**src/rtl/i2c_pkg.sv**
```systemverilog
// Shared I2C definitions: target FSM states, ACK/NACK bit levels, default address.
package i2c_pkg;

  typedef enum logic [2:0] {
    ST_IDLE,
    ST_ADDR,
    ST_SUB,
    ST_WDATA,
    ST_RDATA,
    ST_IGNORE
  } state_t;

  localparam logic ACK  = 1'b0;
  localparam logic NACK = 1'b1;

  // Target address shared with the master's testbench.
  localparam logic [6:0] DEFAULT_ADDR = 7'h4C;

  // Open-drain drive level needed to put a given bit value on SDA.
  function automatic logic pull(input logic bit_val);
    return ~bit_val;
  endfunction

endpackage

```
**src/rtl/i2c_pin_filter.sv**
```systemverilog
// Pin conditioner: 2-flop synchronizer, FILT-sample glitch filter, edge pulses.
module i2c_pin_filter #(
  parameter int unsigned FILT = 3
) (
  input  logic clk,
  input  logic rst,
  input  logic pin,
  output logic level,
  output logic rise,
  output logic fall
);

  localparam int unsigned CW = (FILT > 1) ? $clog2(FILT) : 1;

  logic [1:0]    sync;
  logic [CW-1:0] cnt;
  logic          prev;

  // Synchronize, then accept a new level only after FILT agreeing samples.
  always_ff @(posedge clk) begin
    if (rst) begin
      sync  <= 2'b11;
      level <= 1'b1;
      prev  <= 1'b1;
      cnt   <= '0;
    end else begin
      sync <= {sync[0], pin};
      prev <= level;
      if (sync[1] == level) begin
        cnt <= '0;
      end else if (cnt == CW'(FILT - 1)) begin
        level <= sync[1];
        cnt   <= '0;
      end else begin
        cnt <= cnt + CW'(1);
      end
    end
  end

  // Edge pulses from previous and current filtered levels.
  always_comb begin
    rise = level & ~prev;
    fall = ~level & prev;
  end

endmodule

```
**src/rtl/i2c_target.sv**
```systemverilog
// I2C target endpoint: address match, sub-address, register write/read with auto-increment.
module i2c_target
  import i2c_pkg::*;
#(
  parameter logic [6:0]  ADDR = DEFAULT_ADDR,
  parameter int unsigned FILT = 3
) (
  input  logic       clk_50,
  input  logic       rst,
  input  logic       scl_in,
  input  logic       sda_in,
  output logic       sda_oe,
  output logic [7:0] reg_addr,
  output logic [7:0] reg_wdata,
  output logic       reg_wr,
  output logic       reg_rd,
  input  logic [7:0] reg_rdata,
  output logic       busy
);

  logic scl_f, scl_rise, scl_fall;
  logic sda_f, sda_rise, sda_fall;
  logic start, stop;

  state_t     state, state_n;
  logic [2:0] bit_cnt, bit_cnt_n;
  logic [7:0] shift, shift_n;
  logic [7:0] rx_byte;
  logic       byte_end, byte_end_n;    // 8 bits seen, waiting for the falling edge
  logic       ack_phase, ack_phase_n;  // target is driving ACK (9th clock)
  logic       mack, mack_n;            // master ACK/NACK bit of a read byte
  logic       rd_load, rd_load_n;      // master ACKed; reload on next falling edge
  logic       sda_oe_n, reg_wr_n, reg_rd_n, busy_n;
  logic [7:0] reg_addr_n, reg_wdata_n;

  i2c_pin_filter #(.FILT(FILT)) u_scl (
    .clk   (clk_50),
    .rst   (rst),
    .pin   (scl_in),
    .level (scl_f),
    .rise  (scl_rise),
    .fall  (scl_fall)
  );

  i2c_pin_filter #(.FILT(FILT)) u_sda (
    .clk   (clk_50),
    .rst   (rst),
    .pin   (sda_in),
    .level (sda_f),
    .rise  (sda_rise),
    .fall  (sda_fall)
  );

  // Bus conditions: SDA moving while SCL is high.
  always_comb begin
    start = sda_fall & scl_f;
    stop  = sda_rise & scl_f;
  end

  // State and output registers.
  always_ff @(posedge clk_50) begin
    if (rst) begin
      state     <= ST_IDLE;
      bit_cnt   <= '0;
      shift     <= '0;
      byte_end  <= 1'b0;
      ack_phase <= 1'b0;
      mack      <= 1'b0;
      rd_load   <= 1'b0;
      sda_oe    <= 1'b0;
      reg_addr  <= '0;
      reg_wdata <= '0;
      reg_wr    <= 1'b0;
      reg_rd    <= 1'b0;
      busy      <= 1'b0;
    end else begin
      state     <= state_n;
      bit_cnt   <= bit_cnt_n;
      shift     <= shift_n;
      byte_end  <= byte_end_n;
      ack_phase <= ack_phase_n;
      mack      <= mack_n;
      rd_load   <= rd_load_n;
      sda_oe    <= sda_oe_n;
      reg_addr  <= reg_addr_n;
      reg_wdata <= reg_wdata_n;
      reg_wr    <= reg_wr_n;
      reg_rd    <= reg_rd_n;
      busy      <= busy_n;
    end
  end

  // Next-state and output logic; START/STOP take priority over bit events.
  always_comb begin
    state_n     = state;
    bit_cnt_n   = bit_cnt;
    shift_n     = shift;
    byte_end_n  = byte_end;
    ack_phase_n = ack_phase;
    mack_n      = mack;
    rd_load_n   = rd_load;
    sda_oe_n    = sda_oe;
    reg_addr_n  = reg_addr;
    reg_wdata_n = reg_wdata;
    reg_wr_n    = 1'b0;
    reg_rd_n    = 1'b0;
    busy_n      = busy;
    rx_byte     = {shift[6:0], sda_f};

    // Sub-address advances on the cycle after each write strobe.
    if (reg_wr) begin
      reg_addr_n = reg_addr + 8'd1;
    end

    if (start) begin
      state_n     = ST_ADDR;
      bit_cnt_n   = '0;
      byte_end_n  = 1'b0;
      ack_phase_n = 1'b0;
      mack_n      = 1'b0;
      rd_load_n   = 1'b0;
      sda_oe_n    = 1'b0;
      busy_n      = 1'b1;
    end else if (stop) begin
      state_n     = ST_IDLE;
      bit_cnt_n   = '0;
      byte_end_n  = 1'b0;
      ack_phase_n = 1'b0;
      mack_n      = 1'b0;
      rd_load_n   = 1'b0;
      sda_oe_n    = 1'b0;
      busy_n      = 1'b0;
    end else begin
      unique case (state)
        ST_ADDR, ST_SUB, ST_WDATA: begin
          if (scl_fall) begin
            if (byte_end) begin
              sda_oe_n    = pull(ACK);
              byte_end_n  = 1'b0;
              ack_phase_n = 1'b1;
            end else if (ack_phase) begin
              sda_oe_n    = 1'b0;
              ack_phase_n = 1'b0;
              bit_cnt_n   = '0;
              if (state == ST_ADDR) begin
                // Address byte is still in shift; bit 0 is R/W.
                if (shift[0]) begin
                  state_n  = ST_RDATA;
                  reg_rd_n = 1'b1;
                  shift_n  = reg_rdata;
                end else begin
                  state_n = ST_SUB;
                end
              end else if (state == ST_SUB) begin
                state_n = ST_WDATA;
              end
            end
          end else if (scl_rise && !byte_end && !ack_phase) begin
            shift_n   = rx_byte;
            bit_cnt_n = bit_cnt + 3'd1;
            if (bit_cnt == 3'd7) begin
              if (state == ST_ADDR) begin
                if (rx_byte[7:1] == ADDR) begin
                  byte_end_n = 1'b1;
                end else begin
                  state_n = ST_IGNORE;
                end
              end else if (state == ST_SUB) begin
                reg_addr_n = rx_byte;
                byte_end_n = 1'b1;
              end else begin
                reg_wdata_n = rx_byte;
                reg_wr_n    = 1'b1;
                byte_end_n  = 1'b1;
              end
            end
          end
        end

        ST_RDATA: begin
          // First bit of a freshly loaded byte goes out the cycle after the load.
          if (reg_rd) begin
            sda_oe_n = pull(shift[7]);
          end
          if (scl_rise) begin
            if (mack) begin
              mack_n = 1'b0;
              if (sda_f == ACK) begin
                rd_load_n  = 1'b1;
                reg_addr_n = reg_addr + 8'd1;
              end else begin
                state_n  = ST_IGNORE;
                sda_oe_n = 1'b0;
              end
            end else if (!byte_end && !rd_load) begin
              bit_cnt_n = bit_cnt + 3'd1;
              if (bit_cnt == 3'd7) begin
                byte_end_n = 1'b1;
              end else begin
                shift_n = {shift[6:0], 1'b0};
              end
            end
          end else if (scl_fall) begin
            if (byte_end) begin
              byte_end_n = 1'b0;
              mack_n     = 1'b1;
              sda_oe_n   = pull(NACK);
            end else if (rd_load) begin
              rd_load_n = 1'b0;
              reg_rd_n  = 1'b1;
              shift_n   = reg_rdata;
              bit_cnt_n = '0;
            end else if (!mack) begin
              sda_oe_n = pull(shift[7]);
            end
          end
        end

        ST_IGNORE: begin
          sda_oe_n = 1'b0;
        end

        default: begin
        end
      endcase
    end
  end

endmodule

```
**config.mk**
```make
export PLATFORM = sky130hd
export DESIGN_NAME = i2c_target
export DESIGN_NICKNAME = d
export VERILOG_FILES = /design/src/rtl/i2c_pkg.sv /design/src/rtl/i2c_pin_filter.sv /design/src/rtl/i2c_target.sv
export SDC_FILE = /design/constraint.sdc
export NUM_CORES = 1
export LEC_CHECK = 0
export ABC_AREA = 1
export CORE_MARGIN = 2
export CORE_UTILIZATION = 35
export CTS_CLUSTER_SIZE = 16
export DETAILED_ROUTE_END_ITERATION = 8
export GPL_TIMING_DRIVEN = 0
export SYNTH_ARGS = -nofsm -noshare
export SYNTH_HDL_FRONTEND = slang
export SYNTH_HIERARCHICAL = 1
export SYNTH_SLANG_ARGS = --single-unit
```
**constraint.sdc**
```tcl
create_clock -name clk_50 -period 3.1 [get_ports clk_50]
set_input_delay 0.62 -clock clk_50 [delete_from_list [all_inputs] [get_ports clk_50]]
set_output_delay 0.62 -clock clk_50 [all_outputs]
set_load 0.01 [all_outputs]
```
==> summary.txt <==
Status
  • Outcome: completed

Floorplan
  • Die area: 9660 µm²
  • Die Width: 98.3 µm
  • Site row count: 34
  • Vert. Die Dim: 98.3 µm
  • Core Area: 8680 µm²
  • Starting Density: 35.9%
  • I/O Pins: 32

Timing
  • Final worst-path cycle share: 74.3%
  • Final Hold Vio Count: 0
  • Clk_skew: 0.0134 ns
  • RSZ-0062 raised after global routing: no
  • Worst slew margin: 57.1%
  • Min cycle time layout: 2.30 ns
  • Slew @ Worst Pin: 0.641 ns
  • Fin. max-slew vios: 0
  • # setup viols final: 0
  • Peak Freq: 0.434 GHz
  • TNS Setup: 0 ns

GRT
  • Vias in the first global route: 3303
  • GRT overflow: 0
  • Largest net degree at the start of global routing: 18
  • First-pass GRT wire length: 15800 µm
  • Total track usage: 20.0%
  • Initial antenna violation count: 0

Place
  • Final HPWL DP: 7080 µm
  • Gpl congestion: 0.942
  • Port bufs: 31

Route
  • Drt drc: 0
  • Avg WL per Cell: 14.6 µm
  • Via count: 3423
  • Vias per cell: 5.30
  • ANT nets after route: 0
  • DRT Pass-1 Iters: 5
  • Initial drt markers: 326
  • Total wire length: 9460 µm

Hold path
  • Min-delay src: u_scl/cnt[0]
  • WHS Endpoint: u_scl/cnt[0]
  • Worst min-delay path class: reg -> reg
  • Hold Path Depth: 1

Synthesis
  • Syn nets: 516
  • Area contributors post-synth: dfxtp_1, nand2_1, nor2_1
  • Yosys cell types: 37
  • Synth Register Bits: 50
  • Post-synthesis sequential area ratio: 32.2%
  • Post-Syn Instances: 499
  • Mapped Avg Cell Area: 6.24 µm²
  • Area of the mapped netlist: 3110 µm²
  • Area share of the largest cell type after synthesis: 32.2%
  • Cell taking the most area after synthesis: dfxtp_1
  • Yosys warning count: 6

Final layout
  • Layout fillers: 967
  • Commonest non-fill, non-tap cell in the layout: nand2_1
  • Diodes inserted: 0
  • Nets: 554
  • Most frequent cells in the layout: nand2_1, nor2_1, inv_1, dfxtp_1, nand3_1
  • Synth-to-layout area growth: 18.1%
  • Share of layout cells above drive strength 1: 7.06%

Power and ir drop
  • Leak: 1.73 nW
  • Total power: 2.16 mW
  • Max IR drop VDD: 0.239 mV
  • Total power per unit cell area: 589 nW/µm²

Clock tree
  • Total CTS buffers: 5
  • CTS Hold Bufs: 0
  • Worst skew pair latency: 0.32 ns
  • Sinks on Clock Net: 50
  • Post_cts resized: 0
  • CTS tree: done
  • H-Tree Depth: 2
  • Clock Root Buffer: clkbuf_8
  • Worst-path clk slew: 0.10 ns
  • Setup repair bufs after CTS: 0
  • Clock buffer depth: 2

Setup path
  • CP Launch Type: primary input
  • Crit. Startpoint: rst
  • Flop2flop setup slack: 0.86 ns
  • Crit Reg-Reg Endpoint: rd_load
  • Arrival time at the worst endpoint: 2.53 ns
  • Worst-path fanout max: 15
  • Reg2reg path depth: 6
  • Crit end category: register
  • Worst R2R Start: u_sda/level
  • Crit Path Class: in -> reg
  • Critical Path RT: 3.33 ns

Job
  • Number of max-cap violations: 0
==> worst max-delay path by stage <==
stage                       endpoint  slack [ns]  cells past startpoint
final                        rd_load        0.80                      4
after global routing         rd_load        0.66                      4
after CTS                    rd_load        0.77                      4
after detailed placement     rd_load        0.44                      4
after global placement       rd_load        0.45                      4
after floorplan           bit_cnt[0]        1.48                     12
==> report_power, final <==
| part | switching, mW | internal, mW | total [mW] |
|---|---|---|---|
| logic | 0.562 | 0.311 | 0.873 |
| registers | 0.0799 | 0.714 | 0.794 |
| clock network | 0.253 | 0.245 | 0.498 |
| total | 0.895 | 1.27 | 2.16 |
==> Yosys cell counts <==
library cell  number
a211oi_1           1
o211a_1            1
nor2_2             4
nand3_1           42
dfxtp_1           50
and3_1             1
buf_6              1
xor2_1             3
nand2_2            4
inv_1             55
clkbuf_1           3
nor2_4             1
o21bai_1           1
inv_4              1
xnor2_1            1
buf_2              5
or2_2              1
o211ai_1           4
buf_1              2
o21a_1             1
nand3b_1           9
o21ai_0           37
ha_1               5
nor3_2             2
nor3_1             7
a22oi_1            1
nand4_1           16
nor4_1             1
or2_1              6
and2_1             1
inv_2              5
a31oi_1            2
a21oi_1           20
buf_4              2
nand3_2            4
nand2_1          129
nor2_1            70
==> per-stage QoR <==
step / setup WS [ns] / util (%) / hold slack, ns / area [µm²] / cells
final: 0.796 / 42.3 / 0.412 / 3670 / 646
after CTS: 0.769 / 42.3 / 0.418 / 3670 / 646
after floorplan: 1.48 / - / 0.383 / 3110 / 499
after global routing: 0.661 / 42.3 / 0.446 / 3670 / 646
after global placement: 0.450 / 41.0 / 0.398 / 3560 / 638
after detailed placement: 0.437 / 41.0 / 0.403 / 3560 / 638
==> critical path, cell delays in order <==
cell and delay (ns):
clkdlybuf4s50_1 0.71, nor2_1 0.65, inv_1 0.29, a211oi_1 0.26
==> logic make-up after synthesis <==
group,share of synthesized area [%]
compound gates,11.8
xor+xnor,1.13
fa+ha+maj,2.01
buf+inv,9.69
flops,32.2
simple gates,43.2
==> routing by layer <==
metal	wire length, µm	vias to the layer above	GRT usage, %
li1	-	1692	-
met5	0	-	0
met1	4410	1587	27.9
met2	4240	128	31.2
met3	639	16	3.22
met4	177	0	7.17
==> layout make-up <==
| cell class | count | area, µm² | share of cell area [%] |
|---|---|---|---|
| plain buffers | 13 | 70.1 | 1.91 |
| clock buffers | 5 | 68.8 | 1.87 |
| clock inverters | 3 | 47.5 | 1.29 |
| inverters | 61 | 231 | 6.30 |
| multi-input cells | 375 | 1810 | 49.3 |
| flip-flops and latches | 50 | 1000 | 27.2 |
| well taps | 108 | 135 | 3.68 |
| repair buffers | 31 | 310 | 8.45 |
==> flip-flops by register name, indices dropped and copies added, names as in the netlist, 2 cells and up <==
register	flops
u_scl/sync	2
reg_addr	8
u_sda/cnt	2
reg_wdata	8
u_sda/sync	2
state	3
bit_cnt	3
u_scl/cnt	2
shift	8
Note: power is estimated with default switching activity, not from simulation.
